===== src/rtl/mul_shift.sv =====
// Sequential signed fixed-point multiplier: out = sat(round((in0*in1) >>> shift)), radix-2 shift-add.
// Latency 17 edges after acceptance (done registered); once is ignored while busy, nothing is queued.
module mul_shift #(
    parameter int W  = 16,
    parameter int SW = 4
) (
    input  logic                clk,
    input  logic                rst,
    input  logic                once,
    output logic                done,
    output logic                busy,
    input  logic [W-1:0]        in0,
    input  logic [W-1:0]        in1,
    input  logic [SW-1:0]       shift,
    output logic [W-1:0]        out
);
    localparam int CW = $clog2(W) + 1;
    localparam logic signed [2*W:0] SAT_MAX = (2**(W-1)) - 1;
    localparam logic signed [2*W:0] SAT_MIN = -(2**(W-1));

    typedef enum logic [1:0] {IDLE, MUL, NORM} state_t;

    state_t              state_q;
    logic [W-1:0]        mcand_q;
    logic [W-1:0]        mplier_q;
    logic [2*W-1:0]      acc_q;
    logic                sign_q;
    logic [SW-1:0]       shift_q;
    logic [CW-1:0]       count_q;
    logic                done_q;
    logic                busy_q;
    logic [W-1:0]        out_q;

    logic [W-1:0]        abs0_d;
    logic [W-1:0]        abs1_d;
    logic [2*W-1:0]      acc_d;
    logic signed [2*W:0] prod_d;
    logic signed [2*W:0] rnd_d;
    logic signed [2*W:0] sum_d;
    logic signed [2*W:0] shr_d;
    logic [W-1:0]        out_d;

    // Magnitudes are unsigned W bits, so the most negative operand maps to 2**(W-1) exactly.
    always_comb begin
        abs0_d = in0[W-1] ? (~in0 + 1'b1) : in0;
        abs1_d = in1[W-1] ? (~in1 + 1'b1) : in1;
        acc_d  = acc_q;
        if (mplier_q[0])
            acc_d = acc_q + ({{W{1'b0}}, mcand_q} << count_q);
    end

    always_comb begin
        prod_d = sign_q ? -$signed({1'b0, acc_q}) : $signed({1'b0, acc_q});
        rnd_d  = '0;
        if (shift_q != '0)
            rnd_d = $signed({{(2*W){1'b0}}, 1'b1}) <<< (shift_q - 1'b1);
        sum_d  = prod_d + rnd_d;
        shr_d  = sum_d >>> shift_q;
        if (shr_d > SAT_MAX)
            out_d = SAT_MAX[W-1:0];
        else if (shr_d < SAT_MIN)
            out_d = SAT_MIN[W-1:0];
        else
            out_d = shr_d[W-1:0];
    end

    always_ff @(posedge clk or posedge rst) begin
        if (rst) begin
            state_q  <= IDLE;
            mcand_q  <= '0;
            mplier_q <= '0;
            acc_q    <= '0;
            sign_q   <= 1'b0;
            shift_q  <= '0;
            count_q  <= '0;
            done_q   <= 1'b0;
            busy_q   <= 1'b0;
            out_q    <= '0;
        end else begin
            done_q <= 1'b0;
            case (state_q)
                IDLE: begin
                    if (once) begin
                        mcand_q  <= abs0_d;
                        mplier_q <= abs1_d;
                        sign_q   <= in0[W-1] ^ in1[W-1];
                        shift_q  <= shift;
                        acc_q    <= '0;
                        count_q  <= '0;
                        busy_q   <= 1'b1;
                        state_q  <= MUL;
                    end
                end
                MUL: begin
                    acc_q    <= acc_d;
                    mplier_q <= mplier_q >> 1;
                    count_q  <= count_q + 1'b1;
                    if (count_q == CW'(W-1))
                        state_q <= NORM;
                end
                NORM: begin
                    out_q   <= out_d;
                    done_q  <= 1'b1;
                    busy_q  <= 1'b0;
                    state_q <= IDLE;
                end
                default: state_q <= IDLE;
            endcase
        end
    end

    assign done = done_q;
    assign busy = busy_q;
    assign out  = out_q;
endmodule


===== config.mk =====
export PLATFORM = sky130hd
export DESIGN_NAME = mul_shift
export DESIGN_NICKNAME = d
export VERILOG_FILES = /design/src/rtl/mul_shift.sv
export SDC_FILE = /design/constraint.sdc
export NUM_CORES = 1
export LEC_CHECK = 0
export CORE_MARGIN = 2
export CORE_UTILIZATION = 50
export CTS_CLUSTER_SIZE = 24
export DETAILED_ROUTE_END_ITERATION = 12
export PLACE_DENSITY = 0.67
export SKIP_CTS_REPAIR_TIMING = 1
export SLEW_MARGIN = 10
export SYNTH_ARGS = -nofsm -noshare
export SYNTH_HDL_FRONTEND = slang
export SYNTH_SLANG_ARGS = --single-unit

===== constraint.sdc =====
create_clock -name clk -period 6.1 [get_ports clk]
set_clock_uncertainty 0.1 [all_clocks]
set_input_delay 1.22 -clock clk [delete_from_list [all_inputs] [get_ports clk]]
set_output_delay 1.22 -clock clk [all_outputs]
set_load 0.02 [all_outputs]

* Word level (Yosys, flattened, before mapping)
Cells that the tools add are included.
Storage, ports and cells: output and inout port bits 18, input port bits 39, flip-flop bits (word level) 94
Cells by class: muxes and demuxes 19, bitwise gates (word level) 3, equality and inequality tests 6, reduce and logical (&&, ||, !) cells 9, order comparisons 2, shifts and indexed selects 3, add/subtract/negate cells 7
Operator list (count):
- two-way mux 16 bit | 5
- two-way mux 33 bit | 2
- two-way mux 32 bit | 2
- case mux 32 bit (2 select lines) | 1
- adder 33 bit | 1
- > comparator 33 x 16 -> 1 bit (second input constant) | 1
- < comparator 33 x 16 -> 1 bit (second input constant) | 1
- negator 32 -> 33 bit | 1
- <<< shifter 2 x 4 -> 33 bit (first input constant) | 1
- >>> shifter 33 x 4 -> 33 bit | 1
- adder 16 x 1 -> 16 bit (second input constant) | 2
- adder 32 bit | 1
- inverter 16 bit | 2
- case mux 16 bit (2 select lines) | 1
- << shifter 16 x 5 -> 32 bit | 1
- case mux 5 bit (2 select lines) | 1
- AND reduction 2 bit | 4
- != test 2 bit (second input constant) | 3
- adder 5 x 1 -> 5 bit (second input constant) | 1
- == test 5 x 4 -> 1 bit (second input constant) | 1
- two-way mux 5 bit | 1
- two-way mux 2 bit | 2
- case mux 2 bit (2 select lines) | 1
- nonzero test 2 bit | 2
- other kinds (9) | 10

* Longest topological paths before layout
Gate-level depths: netlist (run 1).
depth in word-level cells 8, gate-level depth with buffers 23

* Worst setup path after synthesis (run 1)
No wires, ideal clock.
kind flip-flop to flip-flop, start point register sign_q, end point register out_q[6], in the netlist out[6], slack 248 ps, path buffers 7, stages on the path, launching flop included 24, arrival time 5621 ps, period minus slack after synthesis 5852 ps, cells stage by stage dfrtp_1 -> clkbuf_1 -> clkbuf_1 -> buf_1 -> clkbuf_1 -> clkbuf_1 -> o21ai_0 -> xnor2_1 -> ha_1 -> and3_1 -> a221o_1 -> o21bai_1 -> o21a_1 -> nand3_4 -> or3_1 -> or3_1 -> clkbuf_1 -> and3_1 -> mux4_2 -> nor4_1 -> nand4_1 -> o31ai_4 -> buf_6 -> o22ai_1
On the way: word-level cells in the longest chain between the ends 6, elaborated cells between the ends (all ways) 7
RTL lines:
- from (decl) | RTL line 27 | logic sign_q;
- from (signal assigned) | RTL line 86 | sign_q <= in0[W-1] ^ in1[W-1];
- two-way mux 33 bit * | RTL line 53 | prod_d = sign_q ? -$signed({1'b0, acc_q}) : $signed({1'b0, acc_q});
- adder 33 bit * | RTL line 57 | sum_d = prod_d + rnd_d;
- >>> shifter 33 x 4 -> 33 bit * | RTL line 58 | shr_d = sum_d >>> shift_q;
- < comparator 33 x 16 -> 1 bit | RTL line 61 | else if (shr_d < SAT_MIN)
- two-way mux 16 bit | RTL line 61
- two-way mux 16 bit * | RTL line 59 | if (shr_d > SAT_MAX)
- to (signal assigned) | RTL line 102 | out_q <= out_d;
- to (decl) | RTL line 32 | logic [W-1:0] out_q;
Every way passes the cells marked *; elsewhere a longest branch is shown, timed or not. A chain may end at the register's enable or synchronous reset.

* Worst setup path after layout (run 1)
start point register acc_q[5], end point register out_q[8], in the netlist out[8]
On the way: word-level cells in the longest chain between the ends 7, elaborated cells between the ends (all ways) 8
RTL lines:
- from (decl) | RTL line 26 | logic [2*W-1:0] acc_q;
- from (signal assigned) | RTL line 72 | acc_q <= '0;
- from (signal assigned) | RTL line 88 | acc_q <= '0;
- from (signal assigned) | RTL line 95 | acc_q <= acc_d;
- negator 32 -> 33 bit | RTL line 53
- two-way mux 33 bit * | RTL line 53
- adder 33 bit * | RTL line 57
- >>> shifter 33 x 4 -> 33 bit * | RTL line 58
- < comparator 33 x 16 -> 1 bit | RTL line 61
- two-way mux 16 bit | RTL line 61
- two-way mux 16 bit * | RTL line 59
Marks and branches as above.

==> reports/results.ini, run 1 <==
[synth]
synthXorXnorAreaFrac_pct = 8.53
netlist_area_um2 = 10800
yosys_most_used_dff = dfrtp_1
synth_area_leaders = dfrtp_1, ha_1, nand2_1, o21ai_0, mux2i_1
synth-edff-count = 0
async_flop_share_pct = 100
post_synth.cell_area_avg_um2 = 7.61
syn_inst = 1417
ys_seq_area_share_pct = 21.8
synth_compound_area_share_pct = 28.7
synth.mux.area_fraction_pct = 7.43
ys_warn_count = 0
synth_top_family_by_area = compound AO/OA/AOI/OAI gates
synthAdderAreaFrac_pct = 6.41
yosysTopAreaCell = dfrtp_1
synth_cell_type_count = 79
synth.ff_latch_count = 94
synth-simple-area-share_pct = 22.5
synth_fp_nets = 1510
yosysTopAreaCellShare_pct = 21.8

[global_routing]
grt_usage_pct = 27.6
grt_max_degree = 50
grt_pass1_vias = 9633
antenna_found_initial = 0
grt_pass1_wl_um = 50500
overflow = 0

[worst_setup_path]
r2r-start = acc_q[5]
cp_slowest_cell = or4_1
path_max_fanout = 15
critPathCaptureType = flip-flop
cp.required_ps = 6270
crit_type = flip-flop to flip-flop
critPathMaxStageDelay_ps = 730
r2r-end = out[8]
ff2ff_path_depth = 17
r2r_setup_slack_ps = 360
critPathLaunchType = flip-flop
worst-path-stages = 17
critPathTopFamily = compound AO/OA/AOI/OAI gates
cp_data_arrival_time_ps = 5920
cp_num_buf_inv = 0
cp_cell_sequence = or4_1 > o31ai_1 > xnor2_1 > ha_1 > a21oi_1 > nand2_1 > or3_1 > o21ai_1 > nor4_1 > or2_2 > mux4_2 > and2_1 > a211o_1 > o211ai_1 > nand2b_1 > o41a_2 > o22ai_1

[clocking]
cts.sinks = 94
clkTransAtPathRegs_ps = 70
insertion_delay_ps = 360
htree_num_levels = 3
cts_tree = done
cts-root-buf = clkbuf_16
cts_buffers = 9
cts.path.max_buffers = 2

[route]
routed_wl_um = 31000
ant_nets = 0
dr.first_iter.drc_count = 1035
firstDrtPassIters = 7
drc = 0
avgRoutedWirePerCell_um = 18.0
avgViaCountPerCell = 6.27
route.vias.total = 10800

[place]
place_congestion = 0.947
dp_hpwl_um = 24000
place_area_um2 = 11700
portBuffers = 56

[hold_path]
min_path_type = flip-flop to flip-flop
hold_path_depth = 2
whs_endpoint = out[15]
hp-start = out[15]

[finish]
area_growth_pct = 11.8
mostFrequentLayoutCell = nand2_1
fin_area_um2 = 12100
fill_cells = 1997
finalNetCount = 1540
drive_gt1_share_pct = 8.41
final_cell_mix = nand2_1, nor2_1, o21ai_0
diodes = 0

[die]
rows = 53
die_h_um = 151
start_util_pct = 51.1
io-pin-count = 57
dieArea_um2 = 22700
die_x_um = 151
core-area_um2 = 21100

[sta]
hold_viol = 0
maxSlewViolCount = 0
fin_crit_sh_pct = 94.2
worst_slew_pin_slew_ps = 1010
hold_ws_ps = 380
rsz0062_at_grt = false
setup_viol = 0
fmax_mhz = 174
maxSlewHeadroom_pct = 32.3
layout_min_cycle_time_ps = 5740

[status]
status = finished clean

[job]
drv_cap = 0

area by class of cell:
cell class / count / area, µm² / share of cell area [%]
multi-input combinational: 1193 / 7990 / 66.3
sequential: 94 / 2350 / 19.5
timing repair buffer: 104 / 925 / 7.67
tap: 275 / 344 / 2.86
clock buffer: 9 / 225 / 1.87
inverter: 45 / 171 / 1.42
clock inverter: 6 / 46.3 / 0.384
state kept, by name (all words and copies together), names as in the netlist:
signal,flops
count_q,5
busy,1
done,1
shift_q,4
mplier_q,16
mcand_q,16
state_q,2
acc_q,32
sign_q,1
out,16
worst min-delay path: stages, from the launching register on:
cell	delay, ps
dfrtp_1	340
nand2_1	50
nand2_1	60
synth_stat cells (all sizes together), types with 34 or more instances:
cell type and number:
a21oi 64, clkbuf 68, dfrtp 94, ha 52, inv 41, mux2i 53, nand2 173, nand3 34
nor2 137, o21ai 120, o22ai 45, xnor2 59, xor2 46
per-stage QoR:
stage | cells | TNS (ps) | utilization (%) | setup WS [ps]
after floorplan | 1417 | 0 | - | 248
after global placement | 1709 | 0 | 55.5 | 87.3
after detailed placement | 1709 | 0 | 55.5 | 9.57
after CTS | 1724 | -108 | 56.8 | -16.4
after global routing | 1726 | 0 | 57.1 | 20.8
final | 1726 | 0 | 57.1 | 356
worst max-delay path by stage:
stage                   from      end  slack, ps
floorplan             sign_q   out[6]        250
global placement    acc_q[9]   out[1]         90
detailed placement  acc_q[1]   out[8]         10
CTS                 acc_q[1]   out[8]        -20
global route        acc_q[1]  out[11]         20
finish              acc_q[5]   out[8]        360
layer usage:
| layer | wire [µm] | global-route usage (%) | share of wire [%] | up-vias |
|---|---|---|---|---|
| met5 | 0 | 0 | 0 | - |
| met4 | 386 | 5.89 | 1.2 | 0 |
| met3 | 1640 | 3.37 | 5.3 | 23 |
| met2 | 14200 | 43.7 | 46 | 316 |
| met1 | 14800 | 40.7 | 48 | 5138 |
| li1 | - | - | - | 5345 |
logic make-up (layout without fill, tap and decap cells):
group,count (synthesis),count (layout)
flops,94,94
mux,69,69
compound gates,456,456
other cells,1,1
fa+ha+maj,54,54
xor+xnor,105,105
buf+inv,130,164
simple gates,508,508
Power of run 1 is left out: the tool's default activity adds up to more than one toggle a clock period on the data nets, which glitch-free logic cannot reach.
==> inputs of run 2 (changes only) <==
--- a/config.mk
+++ b/config.mk
@@ -10,7 +10,6 @@
 export CTS_CLUSTER_SIZE = 24
 export DETAILED_ROUTE_END_ITERATION = 12
 export PLACE_DENSITY = 0.67
-export SKIP_CTS_REPAIR_TIMING = 1
 export SLEW_MARGIN = 10
 export SYNTH_ARGS = -nofsm -noshare
 export SYNTH_HDL_FRONTEND = slang
==> results of run 2 <==
Same layout as run 1: the final DEF is identical, and so are final timing and power.
Power of run 2 is left out for the same reason.
==> inputs of run 3 (changes only) <==
--- a/config.mk
+++ b/config.mk
@@ -7,6 +7,7 @@
 export LEC_CHECK = 0
 export CORE_MARGIN = 2
 export CORE_UTILIZATION = 50
+export CTS_BUF_LIST = sky130_fd_sc_hd__clkbuf_4 sky130_fd_sc_hd__clkbuf_8
 export CTS_CLUSTER_SIZE = 24
 export DETAILED_ROUTE_END_ITERATION = 12
 export PLACE_DENSITY = 0.67
==> reports/results.ini, run 3 (synthesized netlist as in run 1, its figures left out) <==
[die]
start_util_pct = 51.1  ; unchanged
rows = 53  ; unchanged
die_h_um = 151  ; unchanged
io-pin-count = 57  ; unchanged
dieArea_um2 = 22700  ; unchanged
core-area_um2 = 21100  ; unchanged
die_x_um = 151  ; unchanged

[status]
status = finished clean

[finish]
top_register = acc_q
largest_register_ffs = 32  ; unchanged
finalNetCount = 1540  ; unchanged
final_cell_mix = nand2_1, nor2_1, o21ai_0
drive_gt1_share_pct = 8.41  ; unchanged
mostFrequentLayoutCell = nand2_1
area_growth_pct = 10.9
diodes = 0  ; unchanged
finish.utilization_pct = 56.7  ; -0.45 points

[clocking]
insertion_delay_ps = 400  ; +40 ps
htree_num_levels = 3  ; unchanged
cts.path.max_buffers = 2  ; unchanged
cts_tree = done
cts-root-buf = clkbuf_8
cts.sinks = 94  ; unchanged
cts_buffers = 9  ; unchanged
clkTransAtPathRegs_ps = 110  ; +40 ps

[job]
drv_cap = 0  ; unchanged

[worst_setup_path]
cp_data_arrival_time_ps = 5960  ; +40 ps
cp_cell_sequence = or4_1 > o31ai_1 > xnor2_1 > ha_1 > a21oi_1 > nand2_1 > or3_1 > o21ai_1 > nor4_1 > or2_2 > mux4_2 > and2_1 > a211o_1 > o211ai_1 > nand2b_1 > o41a_2 > o22ai_1
path_max_fanout = 15  ; unchanged
critPathLaunchType = flip-flop
crit_type = flip-flop to flip-flop
cp_num_buf_inv = 0  ; unchanged
critPathTopFamily = compound AO/OA/AOI/OAI gates
cp.required_ps = 6310  ; +40 ps
critPathMaxStageDelay_ps = 710  ; -20 ps
critPathCaptureType = flip-flop
cp_slowest_cell = or4_1

[global_routing]
grt_pass1_vias = 9630  ; -0.031%
antenna_found_initial = 0  ; unchanged
grt_pass1_wl_um = 50500  ; about the same
grt_usage_pct = 27.6  ; about the same
grt_max_degree = 50  ; unchanged
overflow = 0  ; unchanged

[sta]
worst_slack_ps = 345  ; -11.5 ps
fin_tns_setup_ps = 0  ; unchanged
setup_viol = 0  ; unchanged
rsz0062_at_grt = false
worst_slew_pin_slew_ps = 1040  ; +25.3 ps
layout_min_cycle_time_ps = 5760  ; +11.5 ps
maxSlewHeadroom_pct = 30.6  ; -1.7 points
fmax_mhz = 174  ; -0.20%
fin_crit_sh_pct = 94.3  ; +0.19 points
hold_ws_ps = 388  ; +8.24 ps
maxSlewViolCount = 0  ; unchanged
hold_viol = 0  ; unchanged

[place]
portBuffers = 56  ; unchanged
dp_slack_ps = 9.57  ; unchanged
dp_hpwl_um = 24000  ; unchanged
place_congestion = 0.947  ; unchanged

[route]
firstDrtPassIters = 6  ; -1
avgRoutedWirePerCell_um = 18.0  ; +0.22%
dr.first_iter.drc_count = 936  ; -9.6%
routed_wl_um = 31100  ; +0.22%
ant_nets = 0  ; unchanged
drc = 0  ; unchanged
avgViaCountPerCell = 6.27  ; about the same
route.vias.total = 10800  ; +0.028%

[hold_path]
min_path_type = flip-flop to flip-flop

[run 3: cell count changes in the layout (fill, tap and decap cells not counted)]
cell | before | now
nor3_2 | 2 | 1
clkbuf_16 | 9 | 0
clkbuf_8 | 0 | 9
nor3_4 | 0 | 1
[run 3: timing repair]
action | CTS | global route
hold endpoints to repair | 0 | 0
gates resized for setup | 1 | 16
setup buffers | 0 | 2
hold buffers | 0 | 0
pin swaps | 0 | 2
setup endpoints to repair | 15 | 15
[run 3: per-layer routing]
metal / GRT usage, % / wire [µm] / share of wire, % / up-vias
met5: 0 / 0 / 0 / -
met4: 5.79 / 421 / 1.4 / 0
met3: 3.28 / 1610 / 5.2 / 27
met2: 43.6 / 14200 / 46 / 327
met1: 40.8 / 14800 / 48 / 5134
li1: - / - / - / 5337
[run 3: final cells by class]
| cell class | instances | area [µm²] |
|---|---|---|
| well taps | 275 | 344 |
| repair buffers | 104 | 925 |
| multi-input cells | 1193 | 7990 |
| clock inverters | 6 | 46.3 |
| clock buffers | 9 | 124 |
| fillers | 2016 | 9130 |
| inverters | 45 | 171 |
| flip-flops and latches | 94 | 2350 |
[run 3: worst paths after layout]
path                            slack, ps  startpoint         end  depth (start not counted)
worst min register to register        390     out[15]     out[15]                          2
worst max-delay path                  340    acc_q[7]      out[3]                         17
min in group asynchronous            1140         rst  shift_q[1]                          2
max in group asynchronous            3630         rst    acc_q[5]                          3
worst min-delay path                  390     out[15]     out[15]                          2
worst max register to register        340    acc_q[7]      out[3]                         17
[run 3: stage by stage]
| stage | cell area, µm² | std cells |
|---|---|---|
| after floorplan | 10800 | 1417 |
| after global placement | 11700 | 1709 |
| after detailed placement | 11700 | 1709 |
| after CTS | 11900 | 1724 |
| after global routing | 12000 | 1726 |
| final | 12000 | 1726 |
[run 3: worst reg2reg max path: stages (launching register included)]
cell and delay, ps:
dfrtp_1 510, or4_1 710, o31ai_1 360, xnor2_1 100
ha_1 390, a21oi_1 280, nand2_1 140, or3_1 390
o21ai_1 300, nor4_1 100, or2_2 290, mux4_2 470
and2_1 190, a211o_1 280, o211ai_1 160, nand2b_1 90
o41a_2 630, o22ai_1 180
Power of run 3 is left out for the same reason.
